==> src/rtl/deframer_pkg.sv <==
// deframer_pkg: shared FSM state type, default sync pattern and parity helper for serial_deframer
// No ports; imported by serial_deframer and deframer_out_slot.
package deframer_pkg;
  typedef enum logic [1:0] {HUNT, DATA, PAR} state_t;
  localparam logic [7:0] SYNC_DEFAULT = 8'hA5;
  function automatic logic even_par(input logic [31:0] v);
    return ^v;
  endfunction
endpackage

==> src/rtl/deframer_out_slot.sv <==
// deframer_out_slot: single-entry valid/ready holding register with sticky overrun on a dropped load
// Ports: clk, rst_n (async, active-low); i_load/i_data offer a new entry; i_ready accepts o_data
//        when o_valid; i_clr_ovr clears o_overrun, which is set when a load finds the slot busy.
module deframer_out_slot import deframer_pkg::*; #(
  parameter int W = 9
) (
  input  logic         clk,
  input  logic         rst_n,
  input  logic         i_load,
  input  logic [W-1:0] i_data,
  input  logic         i_ready,
  input  logic         i_clr_ovr,
  output logic [W-1:0] o_data,
  output logic         o_valid,
  output logic         o_overrun
);
  logic [W-1:0] r_data;
  logic         r_valid, r_ovr;
  logic         w_take;
  // The slot can take a new entry when empty or when its current entry leaves this cycle.
  assign w_take    = i_load && (!r_valid || i_ready);
  assign o_data    = r_data;
  assign o_valid   = r_valid;
  assign o_overrun = r_ovr;
  always_ff @(posedge clk or negedge rst_n) begin
    if (!rst_n) begin
      r_data  <= '0;
      r_valid <= 1'b0;
      r_ovr   <= 1'b0;
    end else begin
      r_data  <= w_take ? i_data : r_data;
      r_valid <= w_take || (r_valid && !i_ready);
      r_ovr   <= (i_load && !w_take) || (r_ovr && !i_clr_ovr);
    end
  end
endmodule

==> src/rtl/serial_deframer.sv <==
// serial_deframer: hunts a sync pattern in a serial stream, deserialises a word MSB-first and checks even parity
// Ports: clk, rst_n (async, active-low); sin/sin_en serial input and its qualifier;
//        dout/dout_perr/dout_valid/dout_ready output word port; locked while receiving a frame;
//        overrun sticky drop flag, cleared by clr_ovr.
module serial_deframer import deframer_pkg::*; #(
  parameter int                DATA_W = 8,
  parameter int                SYNC_W = 8,
  parameter logic [SYNC_W-1:0] SYNC   = SYNC_W'(SYNC_DEFAULT)
) (
  input  logic              clk,
  input  logic              rst_n,
  input  logic              sin_en,
  input  logic              sin,
  output logic [DATA_W-1:0] dout,
  output logic              dout_perr,
  output logic              dout_valid,
  input  logic              dout_ready,
  output logic              locked,
  output logic              overrun,
  input  logic              clr_ovr
);
  localparam int FW = $clog2(SYNC_W + 1);
  localparam int BW = $clog2(DATA_W + 1);
  state_t            r_state, w_state_nxt;
  logic [SYNC_W-1:0] r_sync_sr, w_win;
  logic [FW-1:0]     r_fill_cnt;
  logic [DATA_W-1:0] r_data_sr;
  logic [BW-1:0]     r_bit_cnt;
  logic              w_match, w_last, w_load, w_perr;
  logic [DATA_W:0]   w_slot_q;
  // Window including the current bit, so a match is recognised on the edge that delivers the last sync bit.
  assign w_win   = {r_sync_sr[SYNC_W-2:0], sin};
  assign w_match = (r_fill_cnt >= FW'(SYNC_W - 1)) && (w_win == SYNC);
  assign w_last  = r_bit_cnt == BW'(DATA_W - 1);
  assign w_load  = sin_en && (r_state == PAR);
  assign w_perr  = even_par(32'(r_data_sr)) ^ sin;
  assign locked  = (r_state == DATA) || (r_state == PAR);
  always_comb begin
    w_state_nxt = r_state;
    if (sin_en)
      w_state_nxt = (r_state == HUNT) ? (w_match ? DATA : HUNT) :
                    (r_state == DATA) ? (w_last ? PAR : DATA) : HUNT;
  end
  always_ff @(posedge clk or negedge rst_n) begin
    if (!rst_n) r_state <= HUNT;
    else        r_state <= w_state_nxt;
  end
  // Leaving PAR empties the hunt window so every frame needs a fresh, complete sync pattern.
  always_ff @(posedge clk or negedge rst_n) begin
    if (!rst_n) begin
      r_sync_sr  <= '0;
      r_fill_cnt <= '0;
      r_data_sr  <= '0;
      r_bit_cnt  <= '0;
    end else if (sin_en) begin
      if (r_state == HUNT) begin
        r_sync_sr  <= w_win;
        r_fill_cnt <= (r_fill_cnt == FW'(SYNC_W)) ? r_fill_cnt : r_fill_cnt + 1'b1;
        r_bit_cnt  <= '0;
      end else if (r_state == DATA) begin
        r_data_sr <= {r_data_sr[DATA_W-2:0], sin};
        r_bit_cnt <= r_bit_cnt + 1'b1;
      end else begin
        r_sync_sr  <= '0;
        r_fill_cnt <= '0;
      end
    end
  end
  deframer_out_slot #(.W(DATA_W + 1)) u_slot (
    .clk      (clk),
    .rst_n    (rst_n),
    .i_load   (w_load),
    .i_data   ({r_data_sr, w_perr}),
    .i_ready  (dout_ready),
    .i_clr_ovr(clr_ovr),
    .o_data   (w_slot_q),
    .o_valid  (dout_valid),
    .o_overrun(overrun)
  );
  assign dout      = w_slot_q[DATA_W:1];
  assign dout_perr = w_slot_q[0];
endmodule

==> config.mk <==
export PLATFORM = sky130hd
export DESIGN_NAME = serial_deframer
export DESIGN_NICKNAME = d
export VERILOG_FILES = /design/src/rtl/deframer_pkg.sv /design/src/rtl/deframer_out_slot.sv /design/src/rtl/serial_deframer.sv
export SDC_FILE = /design/constraint.sdc
export NUM_CORES = 1
export LEC_CHECK = 0
export BUFFER_PORTS_ARGS = -buffer_cell sky130_fd_sc_hd__clkbuf_2
export CAP_MARGIN = 30
export CORE_MARGIN = 2
export CORE_UTILIZATION = 35
export DETAILED_ROUTE_END_ITERATION = 8
export PLACE_DENSITY = 0.64
export SETUP_SLACK_MARGIN = 0.15
export SYNTH_ARGS = -nofsm -noshare
export SYNTH_HDL_FRONTEND = slang
export SYNTH_HIERARCHICAL = 1
export SYNTH_SLANG_ARGS = --single-unit
==> constraint.sdc <==
create_clock -name clk -period 1.5 [get_ports clk]
set_clock_uncertainty 0.05 [all_clocks]
set_input_delay 0 -clock clk [delete_from_list [all_inputs] [get_ports clk]]
set_output_delay 0 -clock clk [all_outputs]
set_load 0.01 [all_outputs]
==> metrics.yaml <==
critPathKind: "reg2reg"
start_util_pct: 36.19
hold_viol: 0
placed_area_sq_um: 1991
synth_nets: 155
violations: "setup timing"
crit_start: "r_state[1]"
drive_gt1_share_pct: 57.07
fin_crit_ns: 1.641
holdPathEnd: "u_slot/o_valid"
hold_depth: 3
core_area_sq_um: 4723
power_frac_comb_pct: 22.9
portBuffers: 17
hp-class: "in2reg"
r2r_slack_ns: -0.14
fin_tns_setup_ns: -1.331
p_leak_nw: 1.224
cp_slowest_cell: "or3_4"
relSlewSlack_pct: 69.04
cts.path.max_buffers: 2
path_cells: "inv_2 > ha_4 > and4b_1 > or3_4 > a221o_1"
pwr-share-seq_pct: 48.7
status: "complete, but fails checks"
cts_buffers: 5
die_h_microns: 73.88
syn_area_sq_um: 1709
synth_area_leaders: "dfrtp_1 53%, mux2_2 12%, ha_1 4.4%, nand2_1 4.2%, xnor2_1 2.6%"
path_clk_slew_ns: 0.07
finalPower_mw: 2.276
ys.warnings.count: 6
worstRegToRegCells: 5
rsz0062_at_grt: "yes"
antenna_found_initial: 0
wl_per_cell_microns: 15.28
h-tree-depth: 2
synth_seq_cells: 36
route.antenna.remaining_nets: 0
critPathArrivalTime_ns: 1.77
viasPerCell: 4.951
dpl.cell_count: 238
power_density_nw_per_um2: 881.3
drt-initial-drc-count: 78
layout.cells.non_filler: 265
clock.fmax_mhz: 609.4
die-area_sq_um: 5458
dr.pass1.iters: 4
stdcell_area_sq_um: 2582
synth_top_area_share_pct: 52.71
min_from: "dout_ready"
setup_viol: 22
die_w_microns: 73.88
p_sw_share_pct: 28.86
grt_pass1_wl_mm: 6.175
finish.utilization_pct: 54.68
synthCells: 143
grt_pass1_vias: 1303
irDropWorstVdd_mv: 0.3167
worst-path-buf-inv: 1
routed_wl_mm: 4.049
rr_startpoint: "r_state[1]"
synth_edf_count: 0
cp_slowest_stage_delay_ns: 0.39
worst_pin_slew_ns: 0.4644
required_ns: 1.63
cts_tree: "done"
clockPowerShare_pct: 28.4
endpoint_kind: "register"
intPower_mw: 1.619
avgSynthCellArea_sq_um: 11.95
clk-insertion-delay-late_ns: 0.29
yosysTopAreaCell: "dfrtp_1"
diodes: 0
async_flop_share_pct: 100.0
area_growth_pct: 51.10
vias: 1312
ioPinCount: 18
cts-root-buf: "clkbuf_8"
grtUsageTotal_pct: 15.75
gp_routability_congestion: 0.7580
r2r-end: "r_fill_cnt[3]"
start_kind: "register"
post-route-period-util_pct: 109.4
ys_types: 36
drc_errors: 0
power.net_switching_uw: 656.7
worst_slack_ns: -0.1409
dp_hpwl_mm: 2.399
cts.sinks: 36
final_nets: 210
slew_violations: 0
ys.flop_type: "dfrtp_1"
rows: 25
grt_max_degree: 37
seq_area_frac_synth_pct: 52.71
max_cap_viol_count: 0
critPathTopFamily: "simple AND/OR/NAND/NOR gates"
globalRouteOverflowTotal: 0
crit_fanout: 4
[final cells by class]
cell class	count	area, sq um
multi-input cells	98	1086
clock inverters	1	5.005
inverters	8	32.53
repair buffers	49	401.6
flip-flops and latches	36	900.9
fillers	378	2141
clock buffers	6	72.57
well taps	67	83.83
[power groups by stage]
stage                     Clock [mW]  Sequential [mW]  Combinational, mW
after floorplan                    0             1.13              0.186
after global routing           0.695             1.12              0.575
final                          0.647             1.11              0.521
after global placement             0             1.11              0.350
after CTS                      0.666             1.09              0.420
after detailed placement           0             1.11              0.367
[worst max path at each step]
stage | cells past startpoint | end
finish | 5 | r_fill_cnt[3]
CTS | 5 | r_fill_cnt[3]
floorplan | 6 | r_fill_cnt[3]
global placement | 5 | r_fill_cnt[3]
global route | 5 | r_fill_cnt[3]
detailed placement | 5 | r_fill_cnt[3]
[layer usage]
layer  vias up  GRT usage [%]  wire (microns)  share of wire, %
met1       659          18.72            1720                42
met3        13          5.213             111               2.7
met5         -              0               0                 0
li1        618              -               -                 -
met4         0          9.899             165               4.1
met2        22          24.40            2052                51
[registers in the layout, indices dropped and copies added, names as in the netlist]
signal / cells
r_sync_sr: 7
r_bit_cnt: 4
r_data_sr: 8
u_slot/o_overrun: 1
u_slot/o_valid: 1
r_state: 2
u_slot/o_data: 9
r_fill_cnt: 4
[timing repair]
| action | CTS | global route |
|---|---|---|
| cloned | 2 | 1 |
| hold endpoints to repair | 39 | 0 |
| endpoints found under the setup margin | 30 | 34 |
| pin swaps | 8 | 7 |
| hold buffers | 3 | 0 |
| resized for setup | 30 | 49 |
| buffers inserted | 9 | 5 |
[cells by family after synthesis]
family | after synthesis | synth area share [%]
buf+inv | 12 | 2.782
fa+ha+maj | 6 | 4.392
xor+xnor | 7 | 4.392
mux | 20 | 13.03
simple gates | 40 | 13.98
flops | 36 | 52.71
compound gates | 22 | 8.711
[cell usage after synthesis (3+ instances only)]
library cell and number:
dfrtp_1 36, ha_1 6, inv_1 8, mux2_2 18, nand2_1 19, nor2b_1 3, o21ai_0 8, o2bb2ai_1 4
xnor2_1 5
[cells in the final DEF (no fill, tap or decap), types with 3 or more instances in the layout]
cell / Yosys / final
dlygate4sd3_1: 0 / 3
buf_4: 0 / 20
mux2_4: 0 / 11
o21ai_2: 0 / 6
ha_2: 0 / 3
dfrtp_1: 36 / 36
inv_1: 8 / 5
clkbuf_2: 0 / 17
nor2b_1: 3 / 3
buf_6: 0 / 5
nand2_4: 1 / 6
xnor2_1: 5 / 3
nand2_8: 0 / 5
clkbuf_8: 0 / 5
nand2_1: 19 / 11
mux2_2: 18 / 7
buf_12: 0 / 4
[worst min-delay path, cell delays in order]
cell	delay, ns
clkbuf_2	0.08
nand2b_4	0.20
nand2_1	0.07
[through the flow]
stage,setup slack (ns),hold slack (ns)
after floorplan,-0.09301,-0.3456
after global placement,-0.08160,0.01194
after detailed placement,-0.1381,0.01548
after CTS,-0.1298,0.008278
after global routing,-0.1843,0.06134
final,-0.1409,0.04166
Note: power is estimated with default switching activity, not from simulation.
